File: config.mk
export PLATFORM = sky130hd
export DESIGN_NAME = vx_ff_arbiter
export DESIGN_NICKNAME = d
export VERILOG_FILES = /design/src/rtl/vx_ff_arbiter_pkg.sv /design/src/rtl/vx_ff_arbiter_find_first.sv /design/src/rtl/vx_ff_arbiter.sv
export SDC_FILE = /design/constraint.sdc
export NUM_CORES = 1
export LEC_CHECK = 0
export BUFFER_PORTS_ARGS = -buffer_cell sky130_fd_sc_hd__buf_2
export CELL_PAD_IN_SITES_DETAIL_PLACEMENT = 1
export CELL_PAD_IN_SITES_GLOBAL_PLACEMENT = 2
export CORE_ASPECT_RATIO = 1.25
export CORE_MARGIN = 2
export CORE_UTILIZATION = 23
export CTS_CLUSTER_SIZE = 40
export DETAILED_ROUTE_END_ITERATION = 7
export PLACE_DENSITY = 0.89
export REMOVE_ABC_BUFFERS = 1
export SETUP_SLACK_MARGIN = 0.02
export SYNTH_ARGS = -nofsm -noshare
export SYNTH_HDL_FRONTEND = slang
export SYNTH_SLANG_ARGS = --single-unit
export TNS_END_PERCENT = 50
File: constraint.sdc
create_clock -name clk -period 2.1 [get_ports clk]
set_input_delay 0.105 -clock clk [delete_from_list [all_inputs] [get_ports clk]]
set_output_delay 0.105 -clock clk [all_outputs]
set_load 0.005 [all_outputs]
File: src/rtl/vx_ff_arbiter_pkg.sv
`default_nettype none
// ============================================================================
// Module      : vx_ff_arbiter_pkg
// Description : Shared helpers for the round-robin arbiter. It provides the
//               index-width function that sizes the grant index and the
//               round-robin pointer.
// Revision    : 1.0 - initial release
// ============================================================================
package vx_ff_arbiter_pkg;

    // Index width for n requesters. A single requester still needs one bit,
    // so that the index ports never collapse to zero width.
    function automatic int sel_width(input int n);
        return (n > 1) ? $clog2(n) : 1;
    endfunction

endpackage
`default_nettype wire

File: src/rtl/vx_ff_arbiter_find_first.sv
`default_nettype none
// ============================================================================
// Module      : vx_ff_arbiter_find_first
// Description : Lowest-index priority picker. It returns the payload of the
//               lowest set valid bit. The arbiter uses it with index payloads
//               to locate the winning requester.
// Ports       : valid_i [N]         - candidate valid bits
//               data_i  [N*DATAW]   - per-candidate payload, slot 0 in LSBs
//               data_o  [DATAW]     - payload of lowest set candidate (0 if none)
//               valid_o             - any candidate set
// Revision    : 1.0 - initial release
// ============================================================================
module vx_ff_arbiter_find_first #(
    parameter int N     = 4,
    parameter int DATAW = 2
) (
    input  logic [N-1:0]       valid_i,
    input  logic [N*DATAW-1:0] data_i,
    output logic [DATAW-1:0]   data_o,
    output logic               valid_o
);

    // Scan from the top down so that the lowest set index is written last and
    // therefore wins.
    always_comb begin
        data_o = '0;
        for (int i = N - 1; i >= 0; i--) begin
            if (valid_i[i]) begin
                data_o = data_i[i*DATAW +: DATAW];
            end
        end
    end

    assign valid_o = |valid_i;

endmodule
`default_nettype wire

File: src/rtl/vx_ff_arbiter.sv
`default_nettype none
// ============================================================================
// Module      : vx_ff_arbiter
// Description : Round-robin arbiter with a registered (full-flop) output
//               stage. The requester after the most recent grant has the
//               highest priority, and the search wraps around. A winner is
//               loaded whenever the output register is empty or is being
//               drained in the same cycle.
// Ports       : clk        - clock, rising edge
//               reset_n    - asynchronous active-low reset
//               valid_in   [NUM_REQS]       - per-requester request
//               data_in    [NUM_REQS*DATAW] - per-requester payload, req 0 in LSBs
//               ready_in   [NUM_REQS]       - one-hot accept to the winner
//               valid_out  - output register holds a grant
//               data_out   [DATAW]          - granted payload
//               sel_out    [SEL_W]          - granted requester index
//               ready_out  - downstream accept
// Revision    : 1.0 - initial release
// ============================================================================
module vx_ff_arbiter
    import vx_ff_arbiter_pkg::*;
#(
    parameter int NUM_REQS = 4,
    parameter int DATAW    = 32,
    localparam int SEL_W   = sel_width(NUM_REQS)
) (
    input  logic                      clk,
    input  logic                      reset_n,
    input  logic [NUM_REQS-1:0]       valid_in,
    input  logic [NUM_REQS*DATAW-1:0] data_in,
    output logic [NUM_REQS-1:0]       ready_in,
    output logic                      valid_out,
    output logic [DATAW-1:0]          data_out,
    output logic [SEL_W-1:0]          sel_out,
    input  logic                      ready_out
);

    localparam logic [SEL_W-1:0] c_LAST_RST = SEL_W'(NUM_REQS - 1);

    logic [SEL_W-1:0] last_q, last_d;
    logic [SEL_W-1:0] sel_q,  sel_d;
    logic [DATAW-1:0] data_q, data_d;
    logic             valid_q, valid_d;

    logic [NUM_REQS-1:0]       w_masked;
    logic [NUM_REQS*SEL_W-1:0] w_idx_tab;
    logic [SEL_W-1:0]          w_masked_idx, w_first_idx, w_winner;
    logic                      w_masked_any, w_any;
    logic                      w_load;
    logic [DATAW-1:0]          w_payload;

    // Requesters above the last grant form the high-priority window. The
    // index table is the payload that the find-first pickers carry.
    for (genvar i = 0; i < NUM_REQS; i++) begin : g_req
        assign w_masked[i]                   = valid_in[i] & (SEL_W'(i) > last_q);
        assign w_idx_tab[i*SEL_W +: SEL_W]   = SEL_W'(i);
        // Gated by reset_n so that nothing is accepted while reset is held.
        assign ready_in[i] = reset_n & w_load & (w_winner == SEL_W'(i));
    end

    vx_ff_arbiter_find_first #(
        .N     (NUM_REQS),
        .DATAW (SEL_W)
    ) u_ff_masked (
        .valid_i (w_masked),
        .data_i  (w_idx_tab),
        .data_o  (w_masked_idx),
        .valid_o (w_masked_any)
    );

    vx_ff_arbiter_find_first #(
        .N     (NUM_REQS),
        .DATAW (SEL_W)
    ) u_ff_all (
        .valid_i (valid_in),
        .data_i  (w_idx_tab),
        .data_o  (w_first_idx),
        .valid_o (w_any)
    );

    // An empty window means that the pointer sits at or past every active
    // requester, so the search wraps to the lowest active index.
    assign w_winner = w_masked_any ? w_masked_idx : w_first_idx;
    assign w_load   = w_any & (~valid_q | ready_out);

    // Payload mux, indexed by the winner.
    always_comb begin
        w_payload = '0;
        for (int i = 0; i < NUM_REQS; i++) begin
            if (w_winner == SEL_W'(i)) begin
                w_payload = data_in[i*DATAW +: DATAW];
            end
        end
    end

    always_comb begin
        last_d  = last_q;
        sel_d   = sel_q;
        data_d  = data_q;
        valid_d = valid_q;
        if (w_load) begin
            last_d  = w_winner;
            sel_d   = w_winner;
            data_d  = w_payload;
            valid_d = 1'b1;
        end else if (valid_q && ready_out) begin
            valid_d = 1'b0;
        end
    end

    always_ff @(posedge clk or negedge reset_n) begin
        if (!reset_n) begin
            last_q  <= c_LAST_RST;
            sel_q   <= '0;
            data_q  <= '0;
            valid_q <= 1'b0;
        end else begin
            last_q  <= last_d;
            sel_q   <= sel_d;
            data_q  <= data_d;
            valid_q <= valid_d;
        end
    end

    // The outputs come straight from flops, so ready_out has no
    // combinational path to valid_out or data_out.
    assign valid_out = valid_q;
    assign data_out  = data_q;
    assign sel_out   = sel_q;

endmodule
`default_nettype wire
-- Word level (Yosys, flattened, before mapping)
Cells that the tools add are included.
Widths: inputs -> output; s select.
- $lt $le $gt $ge: 4
- equality and inequality tests: 3
- mux-type cells: 15
- bitwise operators: 12
- reduce and logical (&&, ||, !) cells: 5
- operator list (kind ; count):
    $mux 32 ; 4
    $mux 2 ; 9
    $and 1x1->1 ; 10
    $reduce_or 4->1 ; 2
    $eq 2x2->1 const B ; 2
    $gt 1x2->1 const A ; 2
    $gt 2x2->1 const A ; 2
    $eq 2x1->1 const B ; 1
    $logic_not 2->1 ; 1
    $mux 1 ; 2
    $reduce_bool 2->1 ; 1
    $logic_and 1x1->1 ; 1
    $not 1->1 ; 1
    $or 1x1->1 ; 1
- bits in registers: 37
- bits of input ports: 135
- word-level logic and storage cells: 43

-- Depth between registers and ports, before layout
- depth after elaboration: 12
- depth in mapped cells: 7
- mapped depth without buffers: 5

-- By module
Synthesis repeated with hierarchy kept, for this count alone.
- cells, all modules: 231
- area, all modules: 2373.5 sq um
- by module, submodules not included (module ; times used ; cells an instance ; area each (sq um)):
    vx_ff_arbiter ; 1 ; 209 ; 2215.9
    vx_ff_arbiter_find_first ; 2 ; 11 ; 78.8

-- Least setup slack after synthesis
OpenSTA, ideal clock, no wires.
- kind: register -> register
- from: register last_q[0]
- to: register data_q[17], in the netlist data_out[17]
- library setup time: 0.077 ns
- arrival: 1.797 ns
- data required time: 2.023 ns
- setup slack: 0.226 ns
- cell stages (with the launch flop): 8
- path buffers: 2
- cells stage by stage: dfstp_2 -> nand2b_1 -> o21ai_1 -> a211o_1 -> buf_2 -> buf_4 -> mux2_4 -> o21ai_1
- cells in the longest elaborated chain, start to end: 12
- elaborated cells between the ends (all ways): 22
- ends and longest elaborated chain (element ; line ; RTL):
    from (decl) ; vx_ff_arbiter.sv:40 ; logic [SEL_W-1:0] last_q, last_d;
    from (signal assigned) ; vx_ff_arbiter.sv:113 ; last_q <= c_LAST_RST;
    from (signal assigned) ; vx_ff_arbiter.sv:118 ; last_q <= last_d;
    $gt 2x2->1 ; vx_ff_arbiter.sv:55 ; assign w_masked[i] = valid_in[i] & (SEL_W'(i) > last_q);
    $and 1x1->1 ; vx_ff_arbiter.sv:55 ;
    $mux 2 (4 in series) ; vx_ff_arbiter_find_first.sv:28 ; if (valid_i[i]) begin
    $mux 2 (*) ; vx_ff_arbiter.sv:83 ; assign w_winner = w_masked_any ? w_masked_idx : w_first_idx;
    $logic_not 2->1 ; vx_ff_arbiter.sv:90 ; if (w_winner == SEL_W'(i)) begin
    $mux 32 (3 in series) ; vx_ff_arbiter.sv:90 ;
    $mux 32 (*) ; vx_ff_arbiter.sv:90 ;
    to (signal assigned) ; vx_ff_arbiter.sv:120 ; data_q <= data_d;
    to (decl) ; vx_ff_arbiter.sv:42 ; logic [DATAW-1:0] data_q, data_d;
Every way passes the cells marked *; elsewhere a longest branch is shown, timed or not.
A chain may end at the register's enable or synchronous reset.

-- Final worst setup path
- from: register last_q[1]
- to: register data_q[18], in the netlist data_out[18]
The elaborated chain is that of the path after synthesis.

==> reports/summary.txt <==
==============================================================================
Total clock sinks ...............................................           37
Post-layout minimum cycle time ..................................      2.02 ns
Global Route Usage Sum ..........................................        0.130
Cell depth of the worst min-delay path ..........................            3
Status ..........................................................    completed
Total number of yosys warnings ..................................            0
Buffer levels on the longest clock path .........................            2
Switch share ....................................................        0.334
Upper clock frequency limit .....................................      496 MHz
Largest net degree at the start of global routing ...............           42
CTS buffer count ................................................            5
Vias/cell .......................................................         4.49
Hold_ws .........................................................     0.145 ns
Final clock period utilization by the worst path ................        0.960
Avg Synthesized Cell Area .......................................    10.6 um^2
Number of rows created at floorplan .............................           43
Number of storage elements in the synthesis netlist .............           37
Initial cell density of the core ................................        0.236
Worst-path cell with the longest stage delay ....................      dfstp_2
Part of the total power dissipated in the clock network .........        0.212
Global-route wire length before repair ..........................     12600 um
Crit path arrival time ..........................................      2.17 ns
Port Buffer Count ...............................................          173
Cell-internal power .............................................      2270 uW
Most used standard cell by instance count after synthesis .......      mux2i_1
Max-cap violations ..............................................            0
RSZ-0062 raised after global routing ............................         true
Sw Pwr ..........................................................      1140 uW
Aggregate global routing overflow ...............................            0
Terminating pin of the worst hold path ..........................    valid_out
Most instantiated cells after synthesis ......................... mux2i_1, nand2_1, dfrtp_1
Core Util, Final ................................................        0.345
Share of layout cells above drive strength 1 ....................        0.563
Setup violation total in the final timing report ................            0
Launch instance of the worst register-to-register path ..........    last_q[1]
Die Area ........................................................   12200 um^2
CTS H-tree depth ................................................            2
Wire per inst ...................................................      15.4 um
PwrDens .........................................................  894 nW/um^2
Initial antenna violation count .................................            2
Number of synthesized flops with an enable pin ..................            0
Final-stage net count ...........................................          555
Post-Syn Instances ..............................................          246
Path class of the lowest-slack min-delay path ...................       in2reg
Startpoint Class ................................................    flip-flop
Largest incremental delay on the critical path ..................      0.57 ns
Detailed-route via count ........................................         2499
Crit path capture type ..........................................    flip-flop
Number of global-route vias before repair .......................         2661
Routed Antenna Nets .............................................            0
Combinational fraction of design power ..........................        0.487
Dominant register cell in the synthesized netlist ...............      dfrtp_1
Clock transition at the registers of the reported paths .........      0.06 ns
Register-to-register setup slack ................................      0.08 ns
CTS tree ........................................................          yes
Proportion of power drawn by flip-flops and latches .............        0.302
Final weighted congestion in routability-driven placement .......        0.728
Number of distinct library cells after synthesis ................           27
Mapped Area .....................................................    2620 um^2
Worst EP required ...............................................      2.25 ns
HPWL after detailed placement ...................................      6210 um
Worst-case reg-to-reg path depth ................................            7
Cell type with the highest aggregate area in the netlist ........      dfrtp_1
I/O pin cnt .....................................................          174
Worst-case headroom to the max-slew limit .......................        0.691
Static power due to leakage .....................................   0.00203 uW
Overall die height ..............................................       123 um
Max-slew violations .............................................            0
Horizontal extent of the die ....................................      99.4 um
Diode insertion count for antenna repair ........................            0
Final Hold Fails ................................................            0
Area share of the largest cell type after synthesis .............        0.335
Fraction of registers with async set or reset after synthesis ...         1.00
Tightest Pin Transition .........................................     0.463 ns
Maximum resistive drop on vdd ...................................   0.000316 V
Start point of the worst hold path ..............................  valid_in[0]
Iter 0 DRT Violations ...........................................           25
Leading post-synthesis cells by cell area ....................... dfrtp_1, mux2i_1, mux2_2
Wire length reported by the detailed router .....................      8590 um
Cells along the critical path ................................... nor3b_1 -> a211oi_4 -> buf_4 -> buf_8 -> mux2i_1 -> mux2_4 -> o21ai_1
Number of iterations in the first detailed-routing pass .........            4
Post-synthesis sequential area ratio ............................        0.355
CORE AREA .......................................................   11100 um^2
Worst clock skew ................................................   0.00426 ns
Master cell of the clock root buffer ............................    clkbuf_16
Layout Area Growth over Synthesis ...............................        46.0%
DRC violations left .............................................            0
Start-to-end type of the worst setup path .......................      reg2reg
Clock latency reported for the late side of the worst-skew pair .      0.28 ns
Critical register-to-register path endpoint ..................... data_out[18]
Crit-path max FO ................................................           20
==============================================================================
## area by class of cell
class,count,area [um^2]
Timing Repair Buffer,185,1030
Sequential cell,37,928
Tap cell,135,169
Clock buffer,8,136
Fill cell,1338,7260
Multi-Input combinational cell,189,1550
Inverter,2,7.51
## repair_timing
item / in CTS / in global routing
gates resized for setup: 0 / 3
setup buffers: 0 / 2
hold buffers: 1 / 0
endpoints found under the hold margin: 3 / 0
endpoints found under the setup margin: 0 / 4
## logic make-up after synthesis
group           after synthesis  share of synthesized area
compound gates               38                     0.0966
buf+inv                      20                     0.0607
flops                        37                      0.355
simple gates                 53                     0.0866
mux                          98                      0.401
## sequential cells by signal, summed over array words and instances (netlist names)
register,flops
valid_out,1
data_out,32
last_q,2
sel_out,2
## placed cells by master, fill, tap and decap left out
cell,instances
o21ai_1,25
buf_12,2
nand3_1,2
mux2_4,7
or2b_1,1
inv_1,2
nor3b_1,1
a211o_2,1
dfstp_2,2
o41ai_4,1
clkbuf_16,7
clkbuf_1,3
buf_4,5
buf_2,173
a21oi_1,1
mux2_2,27
buf_8,1
nor2b_1,2
nor2_1,5
nand2b_1,2
nor3_1,1
buf_6,1
nand2_1,37
nand3b_1,1
o21ai_2,8
a211oi_4,1
dlygate4sd3_1,1
dfrtp_1,35
mux2i_1,64
nand2b_4,1
o21a_1,1
## per-layer routing
layer | track usage | wire length (um)
met3 | 0.0305 | 454
met2 | 0.253 | 4740
met4 | 0.0497 | 152
met1 | 0.135 | 3220
met5 | 0 | 16
## power groups by stage
stage | Clock, uW | Combinational [uW] | Sequential, uW
6_report | 723 | 1660 | 1030
3_5_place_dp | 0 | 1570 | 1040
5_1_grt | 780 | 1820 | 1060
2_1_floorplan | 0 | 1000 | 1060
4_1_cts | 770 | 1570 | 1030
3_3_place_gp | 0 | 1520 | 1030
## metrics by stage
stage / TNS (ns) / setup slack (ns) / instance area, um^2 / total power [uW] / cells
after global routing: -0.0140 / -0.00787 / 3820 / 3660 / 556
after global placement: 0 / 0.283 / 3590 / 2550 / 542
after floorplan: -71.54 / -2.18 / 2460 / 2060 / 228
after detailed placement: 0 / 0.186 / 3590 / 2610 / 542
after CTS: 0 / 0.0428 / 3740 / 3380 / 551
final: 0 / 0.0845 / 3820 / 3420 / 556
## critical path, delay by kind of cell, from the launching register on
family / cells / cell delay (ns)
AO/OA/AOI/OAI: 2 / 0.42
flip-flops: 1 / 0.57
multiplexers: 2 / 0.38
AND/OR/NAND/NOR: 1 / 0.09
buffers and inverters: 2 / 0.42
## worst max-delay path by stage
stage	startpoint	end	slack [ns]
2_1_floorplan	valid_in[3]	sel_out[0]	-2.18
3_3_place_gp	last_q[1]	data_out[26]	0.28
3_5_place_dp	last_q[1]	data_out[19]	0.19
4_1_cts	last_q[1]	ready_in[3]	0.04
5_1_grt	last_q[1]	data_out[18]	-0.008
6_report	last_q[1]	data_out[18]	0.08
No activity file was read; power rests on OpenSTA's default activity.
